$ cat config.mk
export PLATFORM = sky130hd
export DESIGN_NAME = aes_block_loader
export DESIGN_NICKNAME = d
export VERILOG_FILES = /design/src/rtl/aes_pkg.sv /design/src/rtl/aes_word_assembler.sv /design/src/rtl/aes_block_loader.sv
export SDC_FILE = /design/constraint.sdc
export NUM_CORES = 1
export LEC_CHECK = 0
export ABC_AREA = 1
export CAP_MARGIN = 25
export CORE_ASPECT_RATIO = 0.75
export CORE_MARGIN = 2
export CORE_UTILIZATION = 48
export CTS_CLUSTER_SIZE = 28
export DETAILED_ROUTE_END_ITERATION = 6
export PLACE_DENSITY = 0.8
export SLEW_MARGIN = 10
export SYNTH_ARGS = -nofsm -noshare
export SYNTH_HDL_FRONTEND = slang
export SYNTH_SLANG_ARGS = --single-unit
$ cat constraint.sdc
create_clock -name AES_clk -period 1.73 [get_ports AES_clk]
set_input_delay 0.346 -clock AES_clk [delete_from_list [all_inputs] [get_ports AES_clk]]
set_output_delay 0.346 -clock AES_clk [all_outputs]
set_load 0.005 [all_outputs]
$ cat src/rtl/aes_pkg.sv
// Shared definitions for the AES block loader.
//   AES_BLOCK_W          width of one plaintext block / key
//   AES_WORD_W           width of one streamed input word
//   AES_WORDS_PER_BLOCK  words needed to fill a block
//   AES_CNT_W            width of a per-group word counter
//   state_t              loader FSM states
package aes_pkg;

  localparam int AES_BLOCK_W         = 128;
  localparam int AES_WORD_W          = 32;
  localparam int AES_WORDS_PER_BLOCK = 4;
  localparam int AES_CNT_W           = $clog2(AES_WORDS_PER_BLOCK);

  typedef enum logic [1:0] {
    FILL = 2'd0,
    RUN  = 2'd1,
    GAP  = 2'd2
  } state_t;

endpackage

$ cat src/rtl/aes_word_assembler.sv
// Shift-in assembler: collects AES_WORDS_PER_BLOCK words into one block.
// The first word of a group ends up in the top word slot, the last in the
// bottom slot.
//   clk_i    clock
//   rst_ni   asynchronous active-low reset
//   clr_i    synchronous clear of the word counter and the full flag
//   wr_i     accept word_i this cycle
//   word_i   incoming word
//   block_o  assembled block (always the register contents)
//   full_o   a complete group has been assembled
//
// full_o is recomputed on every write: it is set by the last word of a
// group and dropped by the first word of the next group. A block that is
// kept full by its user (no writes) therefore stays full until clr_i.
module aes_word_assembler
  import aes_pkg::*;
(
  input  logic                   clk_i,
  input  logic                   rst_ni,
  input  logic                   clr_i,
  input  logic                   wr_i,
  input  logic [AES_WORD_W-1:0]  word_i,
  output logic [AES_BLOCK_W-1:0] block_o,
  output logic                   full_o
);

  logic [AES_BLOCK_W-1:0] block_q, block_d;
  logic [AES_CNT_W-1:0]   cnt_q, cnt_d;
  logic                   full_q, full_d;

  always_comb begin
    block_d = block_q;
    cnt_d   = cnt_q;
    full_d  = full_q;
    if (clr_i) begin
      cnt_d  = '0;
      full_d = 1'b0;
    end else if (wr_i) begin
      block_d = {block_q[AES_BLOCK_W-AES_WORD_W-1:0], word_i};
      // Counter wraps naturally after the last word of a group.
      cnt_d   = cnt_q + AES_CNT_W'(1);
      full_d  = (cnt_q == AES_CNT_W'(AES_WORDS_PER_BLOCK - 1));
    end
  end

  always_ff @(posedge clk_i or negedge rst_ni) begin
    if (!rst_ni) begin
      block_q <= '0;
      cnt_q   <= '0;
      full_q  <= 1'b0;
    end else begin
      block_q <= block_d;
      cnt_q   <= cnt_d;
      full_q  <= full_d;
    end
  end

  assign block_o = block_q;
  assign full_o  = full_q;

endmodule

$ cat src/rtl/aes_block_loader.sv
// Upstream feeder for AES_top. Assembles a 128-bit plaintext block and a
// 128-bit key from a 32-bit word stream, launches one encryption, waits for
// completion (or times out), then enforces an idle gap before the next one.
//   AES_clk / AES_rst_n      clock, asynchronous active-low reset
//   in_word/in_valid/in_ready/in_is_key  word stream (see handshake below)
//   err_clr                  clears timeout_err (a coincident timeout wins)
//   AES_data_out_valid       completion from AES_top
//   AES_en/AES_data_in/AES_key_in  launch interface to AES_top
//   busy                     block in flight (RUN or GAP)
//   timeout_err              sticky completion-timeout flag
//   blocks_launched          wrapping launch counter
//
// Handshake: a word transfers on a rising edge where in_valid && in_ready.
// in_ready depends only on state, the assembler flags and in_is_key (which
// selects the destination group); it never depends on in_valid.
module aes_block_loader
  import aes_pkg::*;
#(
  parameter int GAP_CYCLES     = 4,
  parameter int TIMEOUT_CYCLES = 255,
  parameter int CNT_W          = 16
) (
  input  logic                   AES_clk,
  input  logic                   AES_rst_n,
  input  logic [AES_WORD_W-1:0]  in_word,
  input  logic                   in_valid,
  input  logic                   in_is_key,
  output logic                   in_ready,
  input  logic                   err_clr,
  input  logic                   AES_data_out_valid,
  output logic                   AES_en,
  output logic [AES_BLOCK_W-1:0] AES_data_in,
  output logic [AES_BLOCK_W-1:0] AES_key_in,
  output logic                   busy,
  output logic                   timeout_err,
  output logic [CNT_W-1:0]       blocks_launched
);

  localparam int TMO_W = $clog2(TIMEOUT_CYCLES + 1);
  localparam int GAP_W = $clog2(GAP_CYCLES + 1);

  state_t             state_q, state_d;
  logic [TMO_W-1:0]   tmo_q, tmo_d;
  logic [GAP_W-1:0]   gap_q, gap_d;
  logic [CNT_W-1:0]   blk_q, blk_d;
  logic               err_q, err_d;

  logic data_full, key_valid;
  logic data_wr, key_wr, data_clr;
  logic launch_ok;

  assign launch_ok = data_full && key_valid;

  always_comb begin
    state_d  = state_q;
    tmo_d    = tmo_q;
    gap_d    = gap_q;
    blk_d    = blk_q;
    err_d    = err_q;
    in_ready = 1'b0;
    data_clr = 1'b0;

    // Clear first so that a timeout raised below in the same cycle wins.
    if (err_clr) err_d = 1'b0;

    unique case (state_q)
      FILL: begin
        if (launch_ok) begin
          // Stall everything in the launch cycle so neither register moves
          // at the edge where AES_en rises.
          state_d = RUN;
          tmo_d   = '0;
          blk_d   = blk_q + CNT_W'(1);
        end else begin
          in_ready = in_is_key ? 1'b1 : !data_full;
        end
      end
      RUN: begin
        tmo_d = tmo_q + TMO_W'(1);
        if (AES_data_out_valid) begin
          state_d  = GAP;
          gap_d    = '0;
          data_clr = 1'b1;
        end else if (tmo_q == TMO_W'(TIMEOUT_CYCLES - 1)) begin
          // tmo_q counts completed RUN cycles, so this is RUN cycle
          // TIMEOUT_CYCLES; valid in this same cycle took the branch above.
          state_d  = GAP;
          gap_d    = '0;
          data_clr = 1'b1;
          err_d    = 1'b1;
        end
      end
      GAP: begin
        if (gap_q == GAP_W'(GAP_CYCLES - 1)) state_d = FILL;
        else                                 gap_d   = gap_q + GAP_W'(1);
      end
      default: state_d = FILL;
    endcase
  end

  assign data_wr = in_valid && in_ready && !in_is_key;
  assign key_wr  = in_valid && in_ready &&  in_is_key;

  always_ff @(posedge AES_clk or negedge AES_rst_n) begin
    if (!AES_rst_n) begin
      state_q <= FILL;
      tmo_q   <= '0;
      gap_q   <= '0;
      blk_q   <= '0;
      err_q   <= 1'b0;
    end else begin
      state_q <= state_d;
      tmo_q   <= tmo_d;
      gap_q   <= gap_d;
      blk_q   <= blk_d;
      err_q   <= err_d;
    end
  end

  aes_word_assembler u_data (
    .clk_i   (AES_clk),
    .rst_ni  (AES_rst_n),
    .clr_i   (data_clr),
    .wr_i    (data_wr),
    .word_i  (in_word),
    .block_o (AES_data_in),
    .full_o  (data_full)
  );

  // The key is never cleared by the FSM: it stays valid across blocks until
  // a new key group starts or reset.
  aes_word_assembler u_key (
    .clk_i   (AES_clk),
    .rst_ni  (AES_rst_n),
    .clr_i   (1'b0),
    .wr_i    (key_wr),
    .word_i  (in_word),
    .block_o (AES_key_in),
    .full_o  (key_valid)
  );

  // Decoded straight from the state register so an async reset drops
  // AES_en immediately.
  assign AES_en          = (state_q == RUN);
  assign busy            = (state_q != FILL);
  assign timeout_err     = err_q;
  assign blocks_launched = blk_q;

endmodule

==> metrics.txt <==
Ports=314; number of max-slew violations in the final report=0; relative slew slack=0.6800; violated checks=setup timing; Post-Synth XOR/XNOR Area=0.006049; final hold violation count=0; total gr overflow=0; max frequency=557.6 MHz; TritonCTS Sinks=292; share of cells above drive strength 1=0.1524; Synth Area in Adders=0.007561; #FFs+latches synth=292; Vias=10,610; register area share after synthesis=0.6308; final setup fails=33; DRC Markers=0; htree depth=1; Startpoint Class=register; num rows=49; Nets=1,829; Distinct cells, synth=26; clk buf depth=3; Clock Skew=0.01414 ns; vias in the first global route=10,471; Yosys top cell by area=dfrtp_1; number of DRC markers in iteration 0=797; Hold WC Path Type=primary input to asynchronous set/reset pin; worst path required time=1.38 ns; crit path capture type=primary output; total track usage=0.2731; post-synth net total=1,338; Synth Area per Inst=8.959 um2; CTS Buf Count=28; final period utilization=1.037; Clk Latency, worst-skew pair=0.54 ns; die area=0.02540 mm2; CP arrival=1.45 ns; Final Util=0.7292; RSZ-0062 raised after global routing=true; pwr/cell area=1749 mW/mm2; post-DR vias/cell=5.024; largest family of logic cells by synthesized area=simple AND/OR/NAND/NOR gates; status=finished with violations; Area Overhead vs Synth=50.13%; VDD IR max=1.087 mV; post-route setup slack=-0.06347 ns; Die Height=138.5 um; Finished Cell Area=0.01739 mm2; Post-DP Area=0.01531 mm2; top cells by area, synth=dfrtp_1 (63%), nand2_1 (17%), inv_1 (5.3%); Cell Area, Synth=0.01158 mm2; Starting Density=0.4857; CTS tree=done; GP Congestion=0.8239; Synth top area share=0.6308; ANT nets after route=0; die width=183.4 um; Synth Area in Simple Gates=0.1959; CTS clk-pin slew, worst paths=0.07 ns; root buf cell=clkbuf_16; CP max FO=2; post-DP HPWL=22,230 um; Post-Syn Instances=1,293; Synth Warn #=0; Worst Max-Slew Pin Slew=0.4764 ns; total power=0.03042 W; largest net degree at the start of global routing=83; Leak Pwr=9.855 nW; drt first pass iters=5; Compound-Gate Fraction of Synth Area=0.07712; total of max-cap violations=0; first-pass GRT wire length=55,130 um; wirelength, routed=36,320 um; Port Buffers=313; core area=0.02385 mm2; Worst Setup Path Type=register to primary output; mux contribution to synthesized area=0; min Tclk post-route=1.793 ns; Avg WL per Cell=17.20 um; initial antenna violation count=1
## synth_stat cells
cell and instances:
nand2_1 527, dfrtp_1 292, inv_1 165, o21ai_0 110, o21ai_1 60, buf_2 35
nor2_1 24, nand3_1 18, clkbuf_1 12, buf_6 8, ha_1 7, nand4_1 7
xor2_1 6, nand3b_1 4, a21oi_1 3, buf_4 3, nor3_1 2, xnor2_1 2
a21o_1 1, a31oi_1 1, inv_2 1, nand3_2 1, nor2_2 1, nor2_4 1
o22ai_1 1, o31ai_1 1
## critical path, stage by stage, from the launching register on
cell and delay (ns):
dfrtp_1 0.40, nor2_2 0.13, buf_4 0.14, nand2_4 0.05, nor2_4 0.08, buf_2 0.11
## sequential cells by signal, indices dropped and copies added (netlist names)
signal / count
blocks_launched: 16
u_data.cnt_q: 2
u_key.full_o: 1
u_data.full_o: 1
tmo_q: 8
u_key.cnt_q: 2
timeout_err: 1
gap_q: 3
u_key.block_o: 128
state_q: 2
u_data.block_o: 128
## through the flow
step,hold slack (ns),worst slack [ns],std cells,TNS [ns]
final,0.3151,-0.06347,2112,-0.5903
after global routing,0.3427,-0.1707,2111,-18.91
after CTS,0.3302,-0.1253,2096,-11.14
after detailed placement,0.3014,-0.2564,1896,-35.17
after global placement,0.2972,-0.2030,1896,-31.90
after floorplan,0.05041,0.2613,1293,0
## kinds of logic after synthesis
logic type / Yosys count
AND/OR/NAND/NOR: 585
XOR/XNOR: 8
flip-flops: 292
adder cells (fa/ha/maj): 7
AO/OA/AOI/OAI: 177
buffers and inverters: 224
## metal layers
metal	up-vias	routed length, um	track usage
li1	4944	-	-
met1	5106	14100	0.3365
met2	480	17890	0.4781
met3	80	3217	0.06933
met4	0	1116	0.07537
met5	-	0	0
## worst paths after layout
path / from / endpoint / slack (ns) / cells after the start
worst max-delay path: state_q[1]$_DFFE_PN0P_ / in_ready / -0.06 / 5
worst min-delay path: AES_rst_n / blocks_launched[9]$_DFFE_PN0P_ / 0.32 / 2
min in group AES_clk: in_word[18] / u_key.block_o[18]$_DFFE_PN0P_ / 0.38 / 3
worst min register to register: u_data.block_o[108]$_DFFE_PN0P_ / u_data.block_o[108]$_DFFE_PN0P_ / 0.47 / 2
worst max register to register: state_q[1]$_DFFE_PN0P_ / u_data.block_o[15]$_DFFE_PN0P_ / -0.06 / 11
max in group asynchronous: AES_rst_n / blocks_launched[12]$_DFFE_PN0P_ / 0.70 / 3
## cell usage in the layout (no fill, tap or decap), drive strengths merged
| master | synthesis | routed |
|---|---|---|
| dlymetal6s2s | 0 | 1 |
| buf | 46 | 202 |
| dlygate4sd3 | 0 | 1 |
| xnor2 | 2 | 2 |
| a31oi | 1 | 1 |
| nand4 | 7 | 7 |
| o21ai | 170 | 170 |
| a21o | 1 | 1 |
| nor3 | 2 | 2 |
| bufinv | 0 | 2 |
| nand3b | 4 | 4 |
| diode | 0 | 1 |
| dfrtp | 292 | 292 |
| clkbuf | 12 | 51 |
| o31ai | 1 | 1 |
| ha | 7 | 7 |
| o22ai | 1 | 1 |
| xor2 | 6 | 6 |
| a21oi | 3 | 3 |
| clkinv | 0 | 5 |
| inv | 166 | 166 |
| dlygate4sd2 | 0 | 271 |
| nor2 | 26 | 26 |
| clkdlybuf4s50 | 0 | 37 |
| nand3 | 19 | 19 |
| nand2 | 527 | 527 |
## timing repair
item | 4_1_cts | 5_1_grt
endpoints found under the setup margin | 276 | 267
resized for setup | 290 | 43
hold endpoints to repair | 41 | 0
pin swaps | 3 | 2
hold buffers | 1 | 0
setup buffers | 148 | 5
cloned | 0 | 10
## layout make-up
| class | count | area (um2) |
|---|---|---|
| antenna | 1 | 2.502 |
| clock buffer | 45 | 885.9 |
| clock inverter | 6 | 80.08 |
| fill | 1751 | 6459 |
| inverter | 166 | 635.6 |
| multi-input combinational | 777 | 3374 |
| sequential | 292 | 7311 |
| tap | 306 | 382.9 |
| timing repair buffer | 518 | 4710 |
| timing repair inverter | 1 | 8.758 |
## power breakdown
part / switching [W] / internal [W] / total [W]
logic: 0.00576 / 0.00649 / 0.0123
clock network: 0.00259 / 0.00378 / 0.00637
registers: 0.00212 / 0.00968 / 0.0118
total: 0.0105 / 0.0200 / 0.0304
No activity file was read; power rests on OpenSTA's default activity.
